## config.mk

```make
export PLATFORM = sky130hd
export DESIGN_NAME = write_back_buffer
export DESIGN_NICKNAME = d
export VERILOG_FILES = /design/src/rtl/cache_pkg.sv /design/src/rtl/wbuf_forward_match.sv /design/src/rtl/write_back_buffer.sv
export SDC_FILE = /design/constraint.sdc
export NUM_CORES = 1
export LEC_CHECK = 0
export ABC_AREA = 1
export BUFFER_PORTS_ARGS = -buffer_cell sky130_fd_sc_hd__buf_2
export CORE_UTILIZATION = 35
export DETAILED_ROUTE_END_ITERATION = 12
export GPL_ROUTABILITY_DRIVEN = 0
export MAX_ROUTING_LAYER = met4
export SYNTH_ARGS = -nofsm -noshare
export SYNTH_HDL_FRONTEND = slang
export SYNTH_SLANG_ARGS = --single-unit
```

## constraint.sdc

```tcl
create_clock -name clk -period 3.2 [get_ports clk]
set_input_delay 0.32 -clock clk [delete_from_list [all_inputs] [get_ports clk]]
set_output_delay 0.32 -clock clk [all_outputs]
set_load 0.02 [all_outputs]
```

## src/rtl/cache_pkg.sv

```systemverilog
// Shared definitions for the write-back buffer: default geometry, the entry
// record layout and the drain FSM state encoding.
package cache_pkg;

  localparam int DEFAULT_DATA_WIDTH = 32;
  localparam int DEFAULT_ADDR_WIDTH = 6;
  localparam int DEFAULT_DEPTH      = 4;

  // One buffered write as it sits in the queue.
  typedef struct packed {
    logic                          valid;
    logic [DEFAULT_ADDR_WIDTH-1:0] addr;
    logic [DEFAULT_DATA_WIDTH-1:0] data;
  } wbuf_entry_t;

  // Drain FSM: IDLE has nothing on the RAM bus, REQ holds the head entry there.
  typedef enum logic [0:0] {
    IDLE = 1'b0,
    REQ  = 1'b1
  } wbuf_state_t;

endpackage

```

## src/rtl/wbuf_forward_match.sv

```systemverilog
// Youngest-match priority scan over the buffer entries. Walks the slots from
// the oldest position (wr_ptr) to the youngest (wr_ptr-1) so that the last
// match found is the youngest one. Slots set in the exclude mask are skipped.
module wbuf_forward_match #(
  parameter int ADDR_WIDTH = 6,
  parameter int DEPTH      = 4,
  parameter int PTR_W      = $clog2(DEPTH)
) (
  input  logic [DEPTH-1:0]      valid,
  input  logic [DEPTH-1:0]      exclude,
  input  logic [ADDR_WIDTH-1:0] addrs [DEPTH],
  input  logic [PTR_W-1:0]      wr_ptr,
  input  logic [ADDR_WIDTH-1:0] match_addr,
  output logic                  hit,
  output logic [PTR_W-1:0]      idx
);

  logic [PTR_W-1:0] slot;

  // Priority scan, oldest to youngest; later matches override earlier ones.
  always_comb begin
    // NOTE: every output of a combinational block gets a default first so no
    // path leaves it unassigned, which would infer a latch.
    hit  = 1'b0;
    idx  = wr_ptr;
    slot = '0;
    for (int i = 0; i < DEPTH; i++) begin
      slot = wr_ptr + PTR_W'(i);
      if (valid[slot] && !exclude[slot] && (addrs[slot] == match_addr)) begin
        hit = 1'b1;
        idx = slot;
      end
    end
  end

endmodule

```

## src/rtl/write_back_buffer.sv

```systemverilog
// Write-through drain buffer between the cache and main RAM. Queues cache
// writes, drains them in order over a req/ack handshake and forwards pending
// data to cache read misses.
// Optional build macro WBUF_COALESCE_EN: a write hitting a queued non-head
// entry updates that entry's data in place instead of allocating.
module write_back_buffer
  import cache_pkg::*;
#(
  parameter int DATA_WIDTH = DEFAULT_DATA_WIDTH,
  parameter int ADDR_WIDTH = DEFAULT_ADDR_WIDTH,
  parameter int DEPTH      = DEFAULT_DEPTH
) (
  input  logic                       clk,
  input  logic                       rst_n,
  input  logic                       wr_valid,
  input  logic [ADDR_WIDTH-1:0]      wr_addr,
  input  logic [DATA_WIDTH-1:0]      wr_data,
  output logic                       wr_ready,
  output logic                       mem_req,
  output logic [ADDR_WIDTH-1:0]      mem_addr,
  output logic [DATA_WIDTH-1:0]      mem_wdata,
  input  logic                       mem_ack,
  input  logic [ADDR_WIDTH-1:0]      lookup_addr,
  output logic                       lookup_hit,
  output logic [DATA_WIDTH-1:0]      lookup_data,
  output logic [$clog2(DEPTH):0]     count,
  output logic                       empty,
  output logic                       full
);

  localparam int PTR_W = $clog2(DEPTH);
  localparam int CNT_W = PTR_W + 1;

  localparam logic [0:0] S_IDLE = IDLE;
  localparam logic [0:0] S_REQ  = REQ;

  logic [DEPTH-1:0]      valid;
  logic [ADDR_WIDTH-1:0] addr_mem [DEPTH];
  logic [DATA_WIDTH-1:0] data_mem [DEPTH];
  logic [PTR_W-1:0]      wr_ptr;
  logic [PTR_W-1:0]      rd_ptr;
  logic [0:0]            state;
  logic [0:0]            state_next;
  logic                  push;
  logic                  pop;
  logic                  coalesce;
  logic                  fwd_hit;
  logic [PTR_W-1:0]      fwd_idx;
  logic [PTR_W-1:0]      co_idx;

  assign empty     = (count == '0);
  assign full      = (count == CNT_W'(DEPTH));
  assign mem_req   = (state == S_REQ);
  assign mem_addr  = addr_mem[rd_ptr];
  assign mem_wdata = data_mem[rd_ptr];
  assign pop       = mem_req && mem_ack;
  assign push      = wr_valid && wr_ready && !coalesce;

  wbuf_forward_match #(
    .ADDR_WIDTH (ADDR_WIDTH),
    .DEPTH      (DEPTH),
    .PTR_W      (PTR_W)
  ) u_forward (
    .valid      (valid),
    .exclude    ({DEPTH{1'b0}}),
    .addrs      (addr_mem),
    .wr_ptr     (wr_ptr),
    .match_addr (lookup_addr),
    .hit        (fwd_hit),
    .idx        (fwd_idx)
  );

  assign lookup_hit  = fwd_hit;
  assign lookup_data = fwd_hit ? data_mem[fwd_idx] : '0;

`ifdef WBUF_COALESCE_EN
  logic             co_hit;
  logic [DEPTH-1:0] head_mask;

  // The head is excluded so the values on the RAM bus never change under a request.
  assign head_mask = {{(DEPTH-1){1'b0}}, 1'b1} << rd_ptr;

  wbuf_forward_match #(
    .ADDR_WIDTH (ADDR_WIDTH),
    .DEPTH      (DEPTH),
    .PTR_W      (PTR_W)
  ) u_coalesce (
    .valid      (valid),
    .exclude    (head_mask),
    .addrs      (addr_mem),
    .wr_ptr     (wr_ptr),
    .match_addr (wr_addr),
    .hit        (co_hit),
    .idx        (co_idx)
  );

  assign coalesce = wr_valid && co_hit;
  assign wr_ready = !full || coalesce;
`else
  assign coalesce = 1'b0;
  assign co_idx   = '0;
  assign wr_ready = !full;
`endif

  // Drain FSM next state: request while anything is queued, drop after the last ack.
  always_comb begin
    state_next = state;
    case (state)
      S_IDLE:  if (!empty) state_next = S_REQ;
      S_REQ:   if (pop && (count == CNT_W'(1)) && !push) state_next = S_IDLE;
      default: state_next = S_IDLE;
    endcase
  end

  // Control state: pointers, occupancy, valid bits and FSM.
  always_ff @(posedge clk or negedge rst_n) begin
    // NOTE: sequential state uses non-blocking assignments so every flop
    // samples the pre-edge values regardless of statement order.
    if (!rst_n) begin
      wr_ptr <= '0;
      rd_ptr <= '0;
      count  <= '0;
      valid  <= '0;
      state  <= S_IDLE;
    end else begin
      state <= state_next;
      if (pop) begin
        rd_ptr        <= rd_ptr + 1'b1;
        valid[rd_ptr] <= 1'b0;
      end
      if (push) begin
        wr_ptr        <= wr_ptr + 1'b1;
        valid[wr_ptr] <= 1'b1;
      end
      case ({push, pop})
        2'b10:   count <= count + 1'b1;
        2'b01:   count <= count - 1'b1;
        default: count <= count;
      endcase
    end
  end

  // Entry payload storage, written on allocation or in-place coalescing.
  // NOTE: the payload array has no reset; the valid bits alone decide whether
  // a slot's contents mean anything, so resetting it would only cost logic.
  always_ff @(posedge clk) begin
    if (push) begin
      addr_mem[wr_ptr] <= wr_addr;
      data_mem[wr_ptr] <= wr_data;
    end
    if (coalesce) begin
      data_mem[co_idx] <= wr_data;
    end
  end

endmodule

```

==> results of run 1 <==
flip-flops by register name (all words and copies together), names as in the netlist:
name      count
data_mem    128
rd_ptr        2
valid         4
count         3
addr_mem     24
mem_req       1
wr_ptr        2
what timing repair did:
item                       CTS  global route
hold endpoints to repair    12             0
hold buffers                 1             0
setup buffers               13             6
cloned                       9             3
resized for setup          122           132
pin swaps                   11            43
setup endpoints to repair   32            33
synthesized netlist by cell type:
| cell | count |
|---|---|
| buf_4 | 2 |
| nand2_1 | 222 |
| buf_2 | 30 |
| clkinv_1 | 2 |
| nand3_1 | 165 |
| a21oi_1 | 72 |
| nand2_2 | 3 |
| xnor2_1 | 2 |
| o21ai_1 | 1 |
| inv_2 | 5 |
| edfxtp_1 | 152 |
| xor2_1 | 7 |
| nand4_1 | 2 |
| ha_1 | 13 |
| nand3_2 | 1 |
| o22ai_1 | 6 |
| nor2_1 | 64 |
| dfrtp_1 | 12 |
| inv_1 | 121 |
| a211oi_1 | 2 |
| o21ai_0 | 115 |
| clkbuf_1 | 23 |
| nor3b_1 | 1 |
| nand3b_1 | 32 |
| nor3_1 | 2 |
| buf_1 | 2 |
| buf_6 | 9 |
metrics by stage:
stage	cell area (sq um)	total power (uW)	std cells	utilization	setup TNS, ns
floorplan	9140	7360	1068	-	-28.58
global placement	10200	9300	1494	0.402	0
detailed placement	10200	9380	1494	0.402	0
CTS	11600	12500	1549	0.455	-5.71
global route	12200	14000	1557	0.479	-10.56
finish	12200	13200	1557	0.479	-6.06
cell families (layout without fill, tap and decap cells):
group,Yosys count,in the layout,synth area share
buffers and inverters,194,350,0.0920
XOR/XNOR,9,9,0.00863
AND/OR/NAND/NOR,492,492,0.241
adder cells (fa/ha/maj),13,13,0.0178
AO/OA/AOI/OAI,196,196,0.109
flip-flops,164,164,0.532
other,0,3,0
layout make-up:
class / instances / area (sq um) / area share
sequential: 164 / 4870 / 0.400
antenna: 3 / 7.51 / 0.000617
multi-input combinational: 710 / 4140 / 0.340
tap: 330 / 413 / 0.0339
clock inverter: 11 / 158 / 0.0129
timing repair inverter: 1 / 7.51 / 0.000617
timing repair buffer: 189 / 1650 / 0.136
inverter: 128 / 492 / 0.0404
clock buffer: 21 / 440 / 0.0362
routing by layer:
metal	routed length [um]	track usage	share of wire
met1	12000	0.267	0.43
met4	535	0.0711	0.019
met5	0	-	0
met2	13700	0.348	0.49
met3	1830	0.0366	0.065
worst max-delay path, delay by kind of cell, from the launching register on:
kind                       cells  cell delay (ns)
buffers and inverters          8             1.17
DFF                            1             0.36
adders and majority gates      1             0.31
AOI/OAI and AO/OA              2             0.22
and+or+nand+nor                7             0.61
path summary, 6_finish.rpt:
path	start	end	slack, ns	depth (start not counted)
min in group asynchronous	rst_n	count[2]	0.33	2
worst min-delay path	wr_addr[0]	addr_mem[18]	0.10	1
max in group asynchronous	rst_n	rd_ptr[0]	2.62	2
worst max register to register	count[0]	data_mem[0][0]	0.82	6
worst min register to register	valid[1]	valid[1]	0.53	2
worst max-delay path	wr_ptr[0]	lookup_data[30]	-0.24	18
power by group through the flow:
stage / logic, uW / registers, uW / clock network [uW]
final: 8020 / 3060 / 2100
after floorplan: 4260 / 3100 / 0
after global placement: 6200 / 3100 / 0
after global routing: 8690 / 3110 / 2200
after CTS: 7340 / 3060 / 2130
after detailed placement: 6280 / 3100 / 0
==> results.md, run 1 <==
- Status: finished, violations left
- Failing checks: negative setup slack
- Crit path top cell by count: buf_4
- Initial antenna violation count: 3
- CP peak stage delay: around 0.36 ns
- Site Rows: 58
- Drt first-iter violations: 663
- Clock power frac: 0.160
- Commonest non-fill, non-tap cell in the layout: nand2_1
- Placement Setup Slack: between 0.1 and 0.15 ns
- Syn nets: 1129
- Antenna Nets Post-Route: 0
- Max-slew violations: 0
- CP startpoint kind: flop
- Warnings from Yosys: 0
- Die area: 26800 sq um
- Num CTS Buffers: 17
- Gr usage total: 0.213
- Fin crit share: 1.07
- Remaining Overflow, GRT: 0
- Drt first pass iters: 5
- Final Hold Vio Count: 0
- Max-Slew Margin vs Limit: 0.540
- Initial core utilization: 0.360
- Power Density: 1080 nW/um^2
- Worst skew pair latency: 0.43 ns
- Largest net degree at the start of global routing: 47
- Nets: 1272
- Final routed DRC violation total: 0
- Clk buf depth: 2
- Switching Power: 6200 uW
- Register area share after synthesis: 0.532
- Crit Path Max Fanout: 8
- Fill cell count: 2356
- Clock Skew: 0.00879 ns
- Area grow syn2layout: 33.2%
- Top post-synthesis cells by area: edfxtp_1 (50%), nand2_1 (9.1%), nand3_1 (9.0%), o21ai_0 (6.3%), inv_1 (5.0%)
- Layout cells sized above 1: 0.289
- Sw Ratio: 0.471
- CP Cell Sequence: inv_2 > ha_4 > clkinvlp_4 > nand3_2 > nand2_2 > nand2_1 > o21ai_1 > nor2_2 > nand4_1 > buf_4 > buf_6 > nand2_4 > nor3_4 > buf_4 > clkbuf_16 > buf_12 > a21oi_2 > buf_4
- TritonCTS clock tree: built
- Reg clk slew, reported paths: 0.07 ns
- Post-DP HPWL: 17.0 mm
- Final worst setup slack: -0.237 ns
- Seq pwr share: 0.232
- Hold crit path type: in2reg
- Commonest non-fill, non-tap cells in the layout: nand2_1 (188), edfxtp_1 (152), nand3_1 (121), inv_1 (120), o21ai_0 (113)
- Worst-margin pin slew: approximately 0.7 ns
- F_max: just under 300 MHz
- VDD IR max: 0.660 mV
- RSZ-0062 raised after global routing: yes
- Vias in the first global route: 7940
- Slowest cell on crit path: dfrtp_1
- CTS sink count: between 150 and 200
- Die Wd: 164 um
- Synth Cell Area: 9140 sq um
- Vias/cell: 5.26
- Crit Path Category: reg2out
- Setup violations, final: 33
- Max_cap viols: 0
- Area leader, netlist: edfxtp_1
- DR WL/cell: 18.0 um
- Critical Path RT: 2.88 ns
- Chip height: 164 um
- Crit path time final: 3.44 ns
- Critical path endpoint category: output pin
- Detailed-route via count: between 8000 and 9000
- Final wirelength: 28.1 mm
- Syn Inst Count: 1068
- Mean Syn Cell Area: 8.56 sq um
- I/O Pins: 126
- Combinational share of power: 0.608
- LEAKAGE: 0.00521 uW
- Netlist cell types: 27
- Clk root buf: clkbuf_16
- Worst path arrival time: roughly 3.1 ns
- PortBufs: roughly 130
- First-pass GRT wire length: 42.4 mm
- Internal: 6980 uW
- Top cell type's share of synthesized area: 0.499
- H-tree levels: 4
- Core Region: 25400 sq um
- Minimum hold slack: 0.104 ns
- Synth Register Bits: 164
Note: power is estimated with default switching activity, not from simulation.
==> run 2: changes to the inputs <==
--- a/config.mk
+++ b/config.mk
@@ -7,10 +7,12 @@
 export LEC_CHECK = 0
 export ABC_AREA = 1
 export BUFFER_PORTS_ARGS = -buffer_cell sky130_fd_sc_hd__buf_2
-export CORE_UTILIZATION = 35
+export CORE_UTILIZATION = 48
 export DETAILED_ROUTE_END_ITERATION = 12
 export GPL_ROUTABILITY_DRIVEN = 0
+export GPL_TIMING_DRIVEN = 0
 export MAX_ROUTING_LAYER = met4
+export PLACE_DENSITY = 0.71
 export SYNTH_ARGS = -nofsm -noshare
 export SYNTH_HDL_FRONTEND = slang
 export SYNTH_SLANG_ARGS = --single-unit
==> run 2 against run 1 <==
Effect of this change:
- the flow still finishes with violations (negative setup slack)
- combinational power is essentially flat
- clock skew grew 0.0083 ns
- design area shrank 2.0%
- routed wire length shrank 0.40%
- final cell count shrank 3.8%
- maximum frequency shrank 7.8%
- worst setup slack lost 0.29 ns
- sequential power is essentially flat
- clock power shrank 2%
- critical path depth grew 2
- critical path type unchanged
- critical endpoint unchanged
==> results.md, run 2 (synthesized netlist as in run 1, its figures left out) <==
- Die area: 19600 sq um (-27%)
- Crit Path Max Fanout: 8 (unchanged)
- Vias in the first global route: 8186 (+3.1%)
- Clock Skew: 0.0171 ns (+0.00833 ns)
- Setup violations, final: 33 (unchanged)
- Remaining Overflow, GRT: 0 (unchanged)
- Site Rows: 50 (-14%)
- Die Wd: 140 um (-14%)
- Final worst setup slack: -0.529 ns (-0.292 ns)
- Critical path endpoint category: output pin
- Final Cell Area: 11900 sq um (-2.0%)
- Clk root buf: clkbuf_16
- TritonCTS clock tree: built
- Nets: 1309 (+2.9%)
- Drt first pass iters: 7 (+2)
- I/O Pins: 126 (unchanged)
- DR WL/cell: 18.7 um (+3.5%)
- Gr usage total: 0.294 (+0.0813)
- Worst path arrival time: 3.41 ns (+0.29 ns)
- Layout cells sized above 1: 0.266 (-0.0236)
- VDD IR max: 0.595 mV (-9.9%)
- Reg clk slew, reported paths: 0.07 ns (about the same)
- Antenna Nets Post-Route: 0 (unchanged)
- Final wirelength: 28.0 mm (-0.40%)
- Post-DP HPWL: 18.0 mm (+5.9%)
- Final Total Pwr: 13200 uW (-0.13%)
- Clk buf depth: 2 (unchanged)
- Final routed DRC violation total: 0 (unchanged)
- Cell Area, Placed: 10200 sq um (-0.51%)
- Commonest non-fill, non-tap cells in the layout: nand2_1 (209), edfxtp_1 (152), nand3_1 (129), inv_1 (121), o21ai_0 (113)
- CP startpoint kind: flop
- F_max: 268 MHz (-7.8%)
- Num CTS Buffers: 17 (unchanged)
- Detailed-route via count: 8532 (+4.2%)
- Critical Path RT: 2.88 ns (about the same)
- Power Density: 1100 nW/um^2 (+1.9%)
- Final Hold Vio Count: 0 (unchanged)
- Worst-margin pin slew: 0.716 ns (+0.0282 ns)
- Biggest register: data_mem
- Initial antenna violation count: 3 (unchanged)
- PortBufs: 125 (unchanged)
- First-pass GRT wire length: 42.6 mm (+0.52%)
- Top Registers: data_mem (128), addr_mem (24), valid (4)
- Initial core utilization: 0.489 (+0.129)
- Crit Path Category: reg2out
- LEAKAGE: 0.00519 uW (-0.56%)
- Max-slew violations: 0 (unchanged)
- Status: finished, violations left
- Largest net degree at the start of global routing: 28 (-40%)
- Crit path time final: 3.73 ns (+0.292 ns)
- Hold crit path type: in2reg
- Vias/cell: 5.70 (+8.3%)
- Worst skew pair latency: 0.43 ns (about the same)
- Drt first-iter violations: 788 (+19%)
- Max-Slew Margin vs Limit: 0.523 (-0.0177)
- Chip height: 140 um (-14%)
- Commonest non-fill, non-tap cell in the layout: nand2_1
- Final Util: 0.638 (+0.159)
- CTS sink count: 164 (unchanged)
- Area grow syn2layout: 30.6%
- Flip-flop count of the largest register after layout: 128 (unchanged)
- RSZ-0062 raised after global routing: yes
- H-tree levels: 4 (unchanged)
- Fin crit share: 1.17 (+0.0911)
- Minimum hold slack: 0.104 ns (-0.000431 ns)
- Failing checks: negative setup slack
- Max_cap viols: 0 (unchanged)
- Core Region: 18700 sq um (-26%)
## run 2: power by group
group | internal, uW | switching (uW) | total, uW
logic | 2840 | 5180 | 8020
registers | 2850 | 235 | 3090
clock network | 1220 | 832 | 2060
total | 6910 | 6250 | 13200
## run 2: stage by stage
| step | setup WS, ns | setup TNS (ns) | instances |
|---|---|---|---|
| after detailed placement | -1.09 | -33.60 | 1431 |
| after global routing | -0.647 | -20.11 | 1498 |
| after CTS | -0.435 | -12.08 | 1487 |
| final | -0.529 | -15.96 | 1498 |
| after global placement | -1.50 | -246.97 | 1427 |
| after floorplan | -0.188 | -28.58 | 1068 |
## run 2: final cells by class
cell class | instances | area (sq um)
Fill cell | 1472 | 6770
Sequential cell | 164 | 4860
Multi-Input combinational cell | 710 | 3910
Timing Repair Buffer | 162 | 1210
Buffer | 65 | 558
Inverter | 128 | 505
Clock buffer | 19 | 433
Tap cell | 234 | 293
Clock inverter | 13 | 160
Antenna cell | 3 | 7.51
## run 2: critical path: stages, from the launching register on
cell and delay [ns]:
dfrtp_1 0.37, buf_6 0.14, inv_8 0.03, buf_8 0.11, ha_4 0.34, inv_8 0.06, buf_8 0.14, nand3_2 0.08
nand2_2 0.06, nand2_2 0.07, o21ai_2 0.06, nor2_2 0.12, nand4_1 0.24, nand2_2 0.18, nand2_4 0.10, buf_12 0.17
clkbuf_16 0.16, nand3b_1 0.08, nand3_1 0.09, a21oi_2 0.18, buf_4 0.17
## run 2: worst paths after layout
check | from | endpoint | slack, ns | cells past startpoint
max | wr_ptr[1] | lookup_data[30] | -0.53 | 20
min | wr_addr[5] | addr_mem[17] | 0.10 | 1
max reg2reg | count[0] | data_mem[0][0] | 0.78 | 7
min reg2reg | valid[2] | valid[2] | 0.52 | 2
max in group asynchronous | rst_n | count[0] | 2.67 | 2
min in group asynchronous | rst_n | mem_req | 0.30 | 2
## run 2: per-layer routing
| metal | part of all wire | wire [um] | GRT usage | up-vias |
|---|---|---|---|---|
| met5 | 0 | 0 | - | - |
| met4 | 0.035 | 980 | 0.134 | 0 |
| met3 | 0.089 | 2490 | 0.0516 | 88 |
| met2 | 0.48 | 13500 | 0.469 | 479 |
| met1 | 0.39 | 11000 | 0.368 | 3989 |
| li1 | - | - | - | 3976 |
## run 2: timing repair
item / 4_1_cts / 5_1_grt
pin swaps: 21 / 33
hold buffers: 1 / 0
endpoints found under the hold margin: 12 / 0
setup endpoints to repair: 33 / 38
gates resized for setup: 128 / 104
buffers inserted: 21 / 6
gates cloned: 3 / 2
